**src/rtl/shift_sequencer_if.sv**
```systemverilog
// Request/response bundle between the EX-stage control unit and the shift sequencer.
interface shift_sequencer_if;
  logic        start;
  logic [1:0]  op;
  logic [4:0]  sh_amt;
  logic [31:0] operand;
  logic [31:0] result;
  logic        busy;
  logic        done;

  modport master (
    output start, op, sh_amt, operand,
    input  result, busy, done
  );

  modport slave (
    input  start, op, sh_amt, operand,
    output result, busy, done
  );
endinterface

```
**src/rtl/shift_sequencer.sv**
```systemverilog
// Multi-cycle SLL/SRL/SRA/ROTR unit: shifts at most STEP bit positions per clock
// instead of using a full 32-bit barrel shifter.
module shift_sequencer #(
  parameter int unsigned STEP = 1
) (
  input logic               clk,
  input logic               reset,
  shift_sequencer_if.slave  bus
);

  typedef enum logic [1:0] {StIdle, StShift, StDone} state_e;

  localparam logic [4:0] StepAmt = 5'(STEP);

  state_e      state_q, state_d;
  logic [31:0] d_q, d_d;
  logic [4:0]  cnt_q, cnt_d;
  logic [1:0]  opr_q, opr_d;
  logic        busy_q, done_q;
  logic [4:0]  n;
  logic [31:0] shifted;

  // Amount shifted this cycle; never zero while in StShift since cnt_q > 0 there.
  always_comb begin
    n = (cnt_q < StepAmt) ? cnt_q : StepAmt;
  end

  always_comb begin
    shifted = d_q;
    unique case (opr_q)
      2'b00: shifted = d_q << n;
      2'b01: shifted = d_q >> n;
      2'b10: shifted = $signed(d_q) >>> n;
      2'b11: shifted = (d_q >> n) | (d_q << (6'd32 - {1'b0, n}));
      default: shifted = d_q;
    endcase
  end

  always_comb begin
    state_d = state_q;
    d_d     = d_q;
    cnt_d   = cnt_q;
    opr_d   = opr_q;
    unique case (state_q)
      // DONE accepts a new request exactly like IDLE, so back-to-back ops have no bubble.
      StIdle, StDone: begin
        if (bus.start) begin
          d_d     = bus.operand;
          cnt_d   = bus.sh_amt;
          opr_d   = bus.op;
          state_d = (bus.sh_amt == 5'd0) ? StDone : StShift;
        end else begin
          state_d = StIdle;
        end
      end
      StShift: begin
        d_d     = shifted;
        cnt_d   = cnt_q - n;
        state_d = (cnt_q == n) ? StDone : StShift;
      end
      default: state_d = StIdle;
    endcase
  end

  always_ff @(posedge clk) begin
    if (reset) begin
      state_q <= StIdle;
      d_q     <= 32'd0;
      cnt_q   <= 5'd0;
      opr_q   <= 2'b00;
      busy_q  <= 1'b0;
      done_q  <= 1'b0;
    end else begin
      state_q <= state_d;
      d_q     <= d_d;
      cnt_q   <= cnt_d;
      opr_q   <= opr_d;
      busy_q  <= (state_d == StShift);
      done_q  <= (state_d == StDone);
    end
  end

  assign bus.result = d_q;
  assign bus.busy   = busy_q;
  assign bus.done   = done_q;

endmodule

```
**src/flat_wrapper.sv**
```systemverilog
// flat-port wrapper written by rule: the top's interface ports become plain ports
module shift_sequencer_flat 
#(
  parameter int unsigned STEP = 1
)
  (clk, reset, bus_start, bus_op, bus_sh_amt, bus_operand, bus_result, bus_busy, bus_done);
  shift_sequencer_if bus_i ();
  input logic clk;
  input logic reset;
  input wire logic [$bits(bus_i.start)-1:0] bus_start;
  input wire logic [$bits(bus_i.op)-1:0] bus_op;
  input wire logic [$bits(bus_i.sh_amt)-1:0] bus_sh_amt;
  input wire logic [$bits(bus_i.operand)-1:0] bus_operand;
  output wire logic [$bits(bus_i.result)-1:0] bus_result;
  output wire logic [$bits(bus_i.busy)-1:0] bus_busy;
  output wire logic [$bits(bus_i.done)-1:0] bus_done;
  assign bus_i.start = bus_start;
  assign bus_i.op = bus_op;
  assign bus_i.sh_amt = bus_sh_amt;
  assign bus_i.operand = bus_operand;
  assign bus_result = bus_i.result;
  assign bus_busy = bus_i.busy;
  assign bus_done = bus_i.done;
  shift_sequencer #(.STEP(STEP)) u_core (.clk(clk), .reset(reset), .bus(bus_i));
endmodule
```
**config.mk**
```make
export PLATFORM = sky130hd
export DESIGN_NAME = shift_sequencer_flat
export DESIGN_NICKNAME = d
export VERILOG_FILES = /design/src/rtl/shift_sequencer_if.sv /design/src/rtl/shift_sequencer.sv /design/src/flat_wrapper.sv
export SDC_FILE = /design/constraint.sdc
export NUM_CORES = 1
export LEC_CHECK = 0
export CORE_ASPECT_RATIO = 0.8
export CORE_MARGIN = 1
export CORE_UTILIZATION = 49
export CTS_CLUSTER_SIZE = 24
export DETAILED_ROUTE_END_ITERATION = 7
export PLACE_DENSITY = 0.87
export SLEW_MARGIN = 20
export SYNTH_ARGS = -nofsm -noshare
export SYNTH_HDL_FRONTEND = slang
export SYNTH_SLANG_ARGS = --single-unit
```
**constraint.sdc**
```tcl
create_clock -name clk -period 3.1 [get_ports clk]
set_clock_uncertainty 0.05 [all_clocks]
set_input_delay 0.62 -clock clk [delete_from_list [all_inputs] [get_ports clk]]
set_output_delay 0.62 -clock clk [all_outputs]
set_load 0.1 [all_outputs]
```
==> results.yml, run 1 <==
outcome:
  status: "finished, final reports clean"
sta:
  period_share_pct: 85.6
  report.final.hold_viol_count: 0
  worst_pin_slew_ns: 0.734
  fmax_mhz: 377
  fin_setup_tns_ns: 0
  min_period_ns: 2.65
  rsz0062_at_grt: "false"
  slew_violations: 0
  hold_slack_ns: 0.475
  setup_viol: 0
  max_slew_margin_pct: 51.1
route:
  ant_nets: 0
  routed_wl_um: 9680
  vias: 3300
  drc: 0
  first_pass_iters: 5
  drt_iter0_markers: 303
  post_drt_wl_per_cell_um: 18.9
  viasPerCell: 6.45
synth:
  synth_edf_count: 0
  ys.flop_type: "dfxtp_1"
  synth_cell_type_count: 52
  async_reset_ff_share_pct: 0
  yosysSeqAreaShare_pct: 29.5
  avgSynthCellArea_um2: 7.81
  synthCells: 374
  synth_nets: 418
  ys_ff_latch: 43
  ys_warn_count: 0
  synth_area_um2: 2920
clock_network:
  cts_buffers: 5
  cts_sinks: 43
  cts_tree: "yes"
  htree_levels: 2
  clock_latency_ns: 0.30
  clk_pin_slew_ns: 0.08
  ctsHoldBuffers: 0
  clockBufferDepth: 2
  post_cts_buffers: 0
  cts_resized: 0
  cts-root-buf: "clkbuf_8"
die:
  die_area_um2: 6280
  start_util_pct: 52.3
  ioPinCount: 76
  rows: 24
  fp.dieW_um: 88.3
  die_h_um: 71.1
  core_area_um2: 5590
global_route:
  globalRouteTotalUtil_pct: 31.8
  grt_pass1_wl_um: 15700
  antenna_found_initial: 0
  grt_max_degree: 36
  grt-ovfl-total: 0
  grt_pass1_vias: 3248
setup_path:
  crit_path_start: "u_core.cnt_q[1]"
  rrSetupSlack_ns: 0.45
  cp.depth: 8
  worstSetupPathType: "reg2reg"
  max_stage_delay_ns: 0.61
  path_buf_inv: 1
  slowest_stage: "and3_1"
  end_kind: "flip-flop"
  crit_family: "simple AND/OR/NAND/NOR gates"
  critPathLaunchType: "flip-flop"
  cp.required_ns: 3.26
  critPathMaxFanout: 18
  reg2reg_from: "u_core.cnt_q[1]"
  reg2reg_depth: 8
  worstPathCellList: "nor4_4 > nand2_2 > clkinv_1 > ha_1 > and3_1 > a211o_1 > o211ai_1 > a221oi_1"
  arrival_ns: 2.81
  r2r_end: "u_core.bus.result[28]"
worst_hold_path:
  hold_depth: 1
  worstHoldStart: "u_core.state_q[1]"
  hold_path_end: "u_core.bus.busy"
  hold_path.class: "reg2reg"
job:
  maxCapViolCount: 0
layout:
  fin_nets: 478
  area_delta_synth_final_pct: 27.4
  diodes: 0
  final_util_pct: 66.6
  final_layout_size_suffix_gt1_share_pct: 20.7
  stdcell_area_um2: 3720
place:
  dp_hpwl_um: 6510
  gp_congestion: 0.932
  place.port_buffers: 75
  dpl_cell_area_um2: 3630
pwr:
  vdd_drop_max_uv: 373
  power_leakage_uw: 0.00142
  totalPowerFinal_uw: 2440
  p_per_area_nw_per_um2: 656
synth_stat cells, types with 4 or more instances:
cell type  number  area share, %
o221ai_1        4            1.2
buf_1           5           0.64
and3_1          4           0.86
nor2_1         23            3.0
mux2i_1         7            2.4
o221a_2         5            1.9
nor3_1         14            2.4
a31oi_1        28            6.0
a21oi_1        19            3.3
clkbuf_1       16            2.1
nor2b_1         4           0.86
nand2_1        57            7.3
o21a_1         11            2.8
a221oi_1        6            1.8
o21ai_0        15            2.6
inv_1           4           0.51
dfxtp_1        43             29
a211oi_1        5            1.3
buf_2          15            2.6
a211o_1         9            2.7
nand3_1        11            1.9
o211ai_1        8            2.1
mux2_2         20            7.7
kinds of logic after synthesis:
| logic type | share of synthesized area, % |
|---|---|
| DFF | 29.5 |
| AOI/OAI and AO/OA | 33.4 |
| buffers and inverters | 6.30 |
| other | 0.128 |
| adders and majority gates | 0.856 |
| and+or+nand+nor | 19.7 |
| muxes | 10.1 |
area by class of cell:
| type | count | area [um^2] |
|---|---|---|
| timing repair buffer | 90 | 778 |
| fill | 483 | 1860 |
| inverter | 5 | 18.8 |
| tap | 78 | 97.6 |
| multi-input combinational | 289 | 1880 |
| sequential | 43 | 861 |
| clock buffer | 6 | 82.6 |
| clock inverter | 1 | 5.00 |
worst reg2reg max path, delay by kind of cell (launching register included):
kind,cells,cell delay [ns]
DFF,1,0.38
buffers and inverters,1,0.08
and+or+nand+nor,3,1.26
adders and majority gates,1,0.17
AOI/OAI and AO/OA,3,0.62
power by group:
group | internal, uW | switching, uW
sequential | 628 | 145
combinational | 422 | 872
clock | 175 | 199
routing by layer:
layer / track usage (%) / part of all wire (%) / vias up / wire length, um
met5: 0 / 0 / - / 0
met4: 11.3 / 1.8 / 0 / 178
met3: 7.23 / 9.8 / 22 / 948
met2: 51.0 / 46 / 193 / 4470
met1: 41.8 / 42 / 1550 / 4080
li1: - / - / 1535 / -
flip-flops by register name, indices dropped and copies added, names as in the netlist:
| register | flops |
|---|---|
| u_core.bus.result | 32 |
| u_core.state_q | 2 |
| u_core.bus.done | 1 |
| u_core.bus.busy | 1 |
| u_core.opr_q | 2 |
| u_core.cnt_q | 5 |
through the flow:
step	cells	setup WS [ns]
2_1_floorplan	374	0.641
3_3_place_gp	505	0.635
3_5_place_dp	505	0.481
4_1_cts	512	0.468
5_1_grt	512	0.190
6_report	512	0.445
cells in the final DEF, fill, tap and decap left out, types with 6 or more instances in the layout:
cell,n
nand2_1,57
buf_4,49
dfxtp_1,43
clkdlybuf4s50_1,41
a31oi_1,28
nor2_1,23
mux2_2,20
a21oi_1,19
o21ai_0,15
nor3_1,14
nand3_1,11
o21a_1,11
a211o_1,9
o211ai_1,8
mux2i_1,7
a221oi_1,6
clkbuf_8,6
worst max-delay path by stage:
stage	endpoint	slack, ns
6_report	u_core.bus.result[28]	0.45
3_5_place_dp	u_core.bus.result[28]	0.48
3_3_place_gp	u_core.bus.result[28]	0.63
5_1_grt	u_core.bus.result[28]	0.19
4_1_cts	u_core.bus.result[28]	0.47
2_1_floorplan	u_core.bus.result[19]	0.64
Note: power is estimated with default switching activity, not from simulation.
==> inputs of run 2 (changes only) <==
CORE_UTILIZATION = 44   (was 49)
PLACE_DENSITY = 0.8   (was 0.87)
==> run 2 against run 1 <==
Compared with the run above: first-iteration DRC count increased by 6.9%; sequential power up 1%; highest routed layer unchanged; non-clock buffer count is the same; setup slack improved by 0.047 ns; total power is 6.5% higher; register-to-register slack improved by 0.05 ns; die area up 11%; global-route usage fell by 3.7 points; critical endpoint unchanged; cell area grew 1.5%; via count did not move.
==> results.yml, run 2 (synthesis gave the netlist of run 1 again) <==
outcome:
  status: "finished, final reports clean"
route:
  viasPerCell: 6.36
  vias: 3300
  post_drt_wl_per_cell_um: 18.7
  routed_wl_um: 9710
  drt_iter0_markers: 324
  drc: 0
  first_pass_iters: 5
  ant_nets: 0
worst_hold_path:
  hold_path_end: "u_core.state_q[0]"
  worstHoldStart: "u_core.state_q[1]"
  hold_depth: 1
  hold_path.class: "reg2reg"
sta:
  period_share_pct: 84.1
  min_period_ns: 2.61
  setup_viol: 0
  max_slew_margin_pct: 47.8
  worst_pin_slew_ns: 0.783
  fmax_mhz: 384
  fin_setup_tns_ns: 0
  report.final.hold_viol_count: 0
  hold_slack_ns: 0.472
  rsz0062_at_grt: "false"
  slew_violations: 0
die:
  fp.dieW_um: 93.1
  start_util_pct: 45.6
  ioPinCount: 76
  die_h_um: 74.9
  die_area_um2: 6970
  core_area_um2: 6410
  rows: 26
setup_path:
  crit_family: "flip-flops"
  slowest_stage: "dfxtp_1"
  crit_path_start: "u_core.cnt_q[0]"
  worstPathCellList: "inv_1 > nand2_2 > clkinv_1 > ha_1 > buf_4 > mux2_2 > a211o_1 > o211ai_1 > a221oi_1"
  reg2reg_depth: 9
  max_stage_delay_ns: 0.68
  rrSetupSlack_ns: 0.49
  critPathLaunchType: "flip-flop"
  arrival_ns: 2.71
  end_kind: "flip-flop"
  r2r_end: "u_core.bus.result[28]"
  worstSetupPathType: "reg2reg"
  cp.required_ns: 3.20
  path_buf_inv: 3
  reg2reg_from: "u_core.cnt_q[0]"
  critPathMaxFanout: 13
clock_network:
  cts_buffers: 5
  ctsHoldBuffers: 0
  clockBufferDepth: 2
  clock_latency_ns: 0.31
  post_cts_buffers: 0
  clk_pin_slew_ns: 0.09
  cts-root-buf: "clkbuf_8"
  cts_tree: "yes"
  cts_sinks: 43
  htree_levels: 2
  cts_resized: 0
pwr:
  vdd_drop_max_uv: 389
  seq_power_share_pct: 30.1
  power_leakage_uw: 0.00144
  p_comb_share_pct: 49.3
  p_switching_uw: 1230
  p_clk_share_pct: 20.7
  intPower_uw: 1370
  swShare_pct: 47.3
  p_per_area_nw_per_um2: 688
  totalPowerFinal_uw: 2600
place:
  gp_congestion: 0.893
  place.port_buffers: 75
  dp_hpwl_um: 6580
  dpl_cell_area_um2: 3640
layout:
  final_layout_size_suffix_gt1_share_pct: 20.9
  area_delta_synth_final_pct: 29.3
  largest_reg_flops: 32
  final_common_cell: "nand2_1"
  fin_nets: 478
  final_util_pct: 59.0
  stdcell_area_um2: 3780
  diodes: 0
  layout_common_cells: "nand2_1 (57), buf_4 (49), dfxtp_1 (43)"
global_route:
  grt-ovfl-total: 0
  grt_pass1_wl_um: 15100
  grt_pass1_vias: 2935
  grt_max_degree: 36
  antenna_found_initial: 0
  globalRouteTotalUtil_pct: 28.1
job:
  maxCapViolCount: 0
-- run 2: metrics by stage --
| step | std cells | worst slack, ns |
|---|---|---|
| 4_1_cts | 519 | 0.540 |
| 5_1_grt | 519 | 0.375 |
| 3_5_place_dp | 511 | 0.558 |
| 3_3_place_gp | 511 | 0.651 |
| 2_1_floorplan | 374 | 0.641 |
| 6_report | 519 | 0.492 |
-- run 2: final cells by class --
cell class	count	area, um^2
Multi-Input combinational cell	289	1880
Sequential cell	43	861
Clock inverter	3	67.6
Clock buffer	5	68.8
Inverter	5	18.8
Fill cell	561	2630
Timing Repair Buffer	90	778
Tap cell	84	105
-- run 2: how the worst max path moves through the flow --
stage / to / depth (start not counted)
after global routing: u_core.bus.result[28] / 9
final: u_core.bus.result[28] / 9
after CTS: u_core.bus.result[28] / 9
after floorplan: u_core.bus.result[19] / 10
after detailed placement: u_core.bus.result[28] / 9
after global placement: u_core.bus.result[12] / 6
-- run 2: power groups by stage --
| stage | sequential (uW) | combinational [uW] | clock (uW) |
|---|---|---|---|
| floorplan | 1170 | 555 | 0 |
| global placement | 783 | 1250 | 0 |
| detailed placement | 786 | 1270 | 0 |
| CTS | 773 | 1270 | 534 |
| global route | 791 | 1350 | 564 |
| finish | 783 | 1280 | 537 |
-- run 2: metal layers --
layer  part of all wire (%)  global-route usage (%)  vias to the layer above
met3                     11                    7.37                       20
li1                       -                       -                     1539
met1                     44                    39.0                     1519
met4                    1.7                    7.35                        0
met5                      0                       0                        -
met2                     44                    43.5                      222
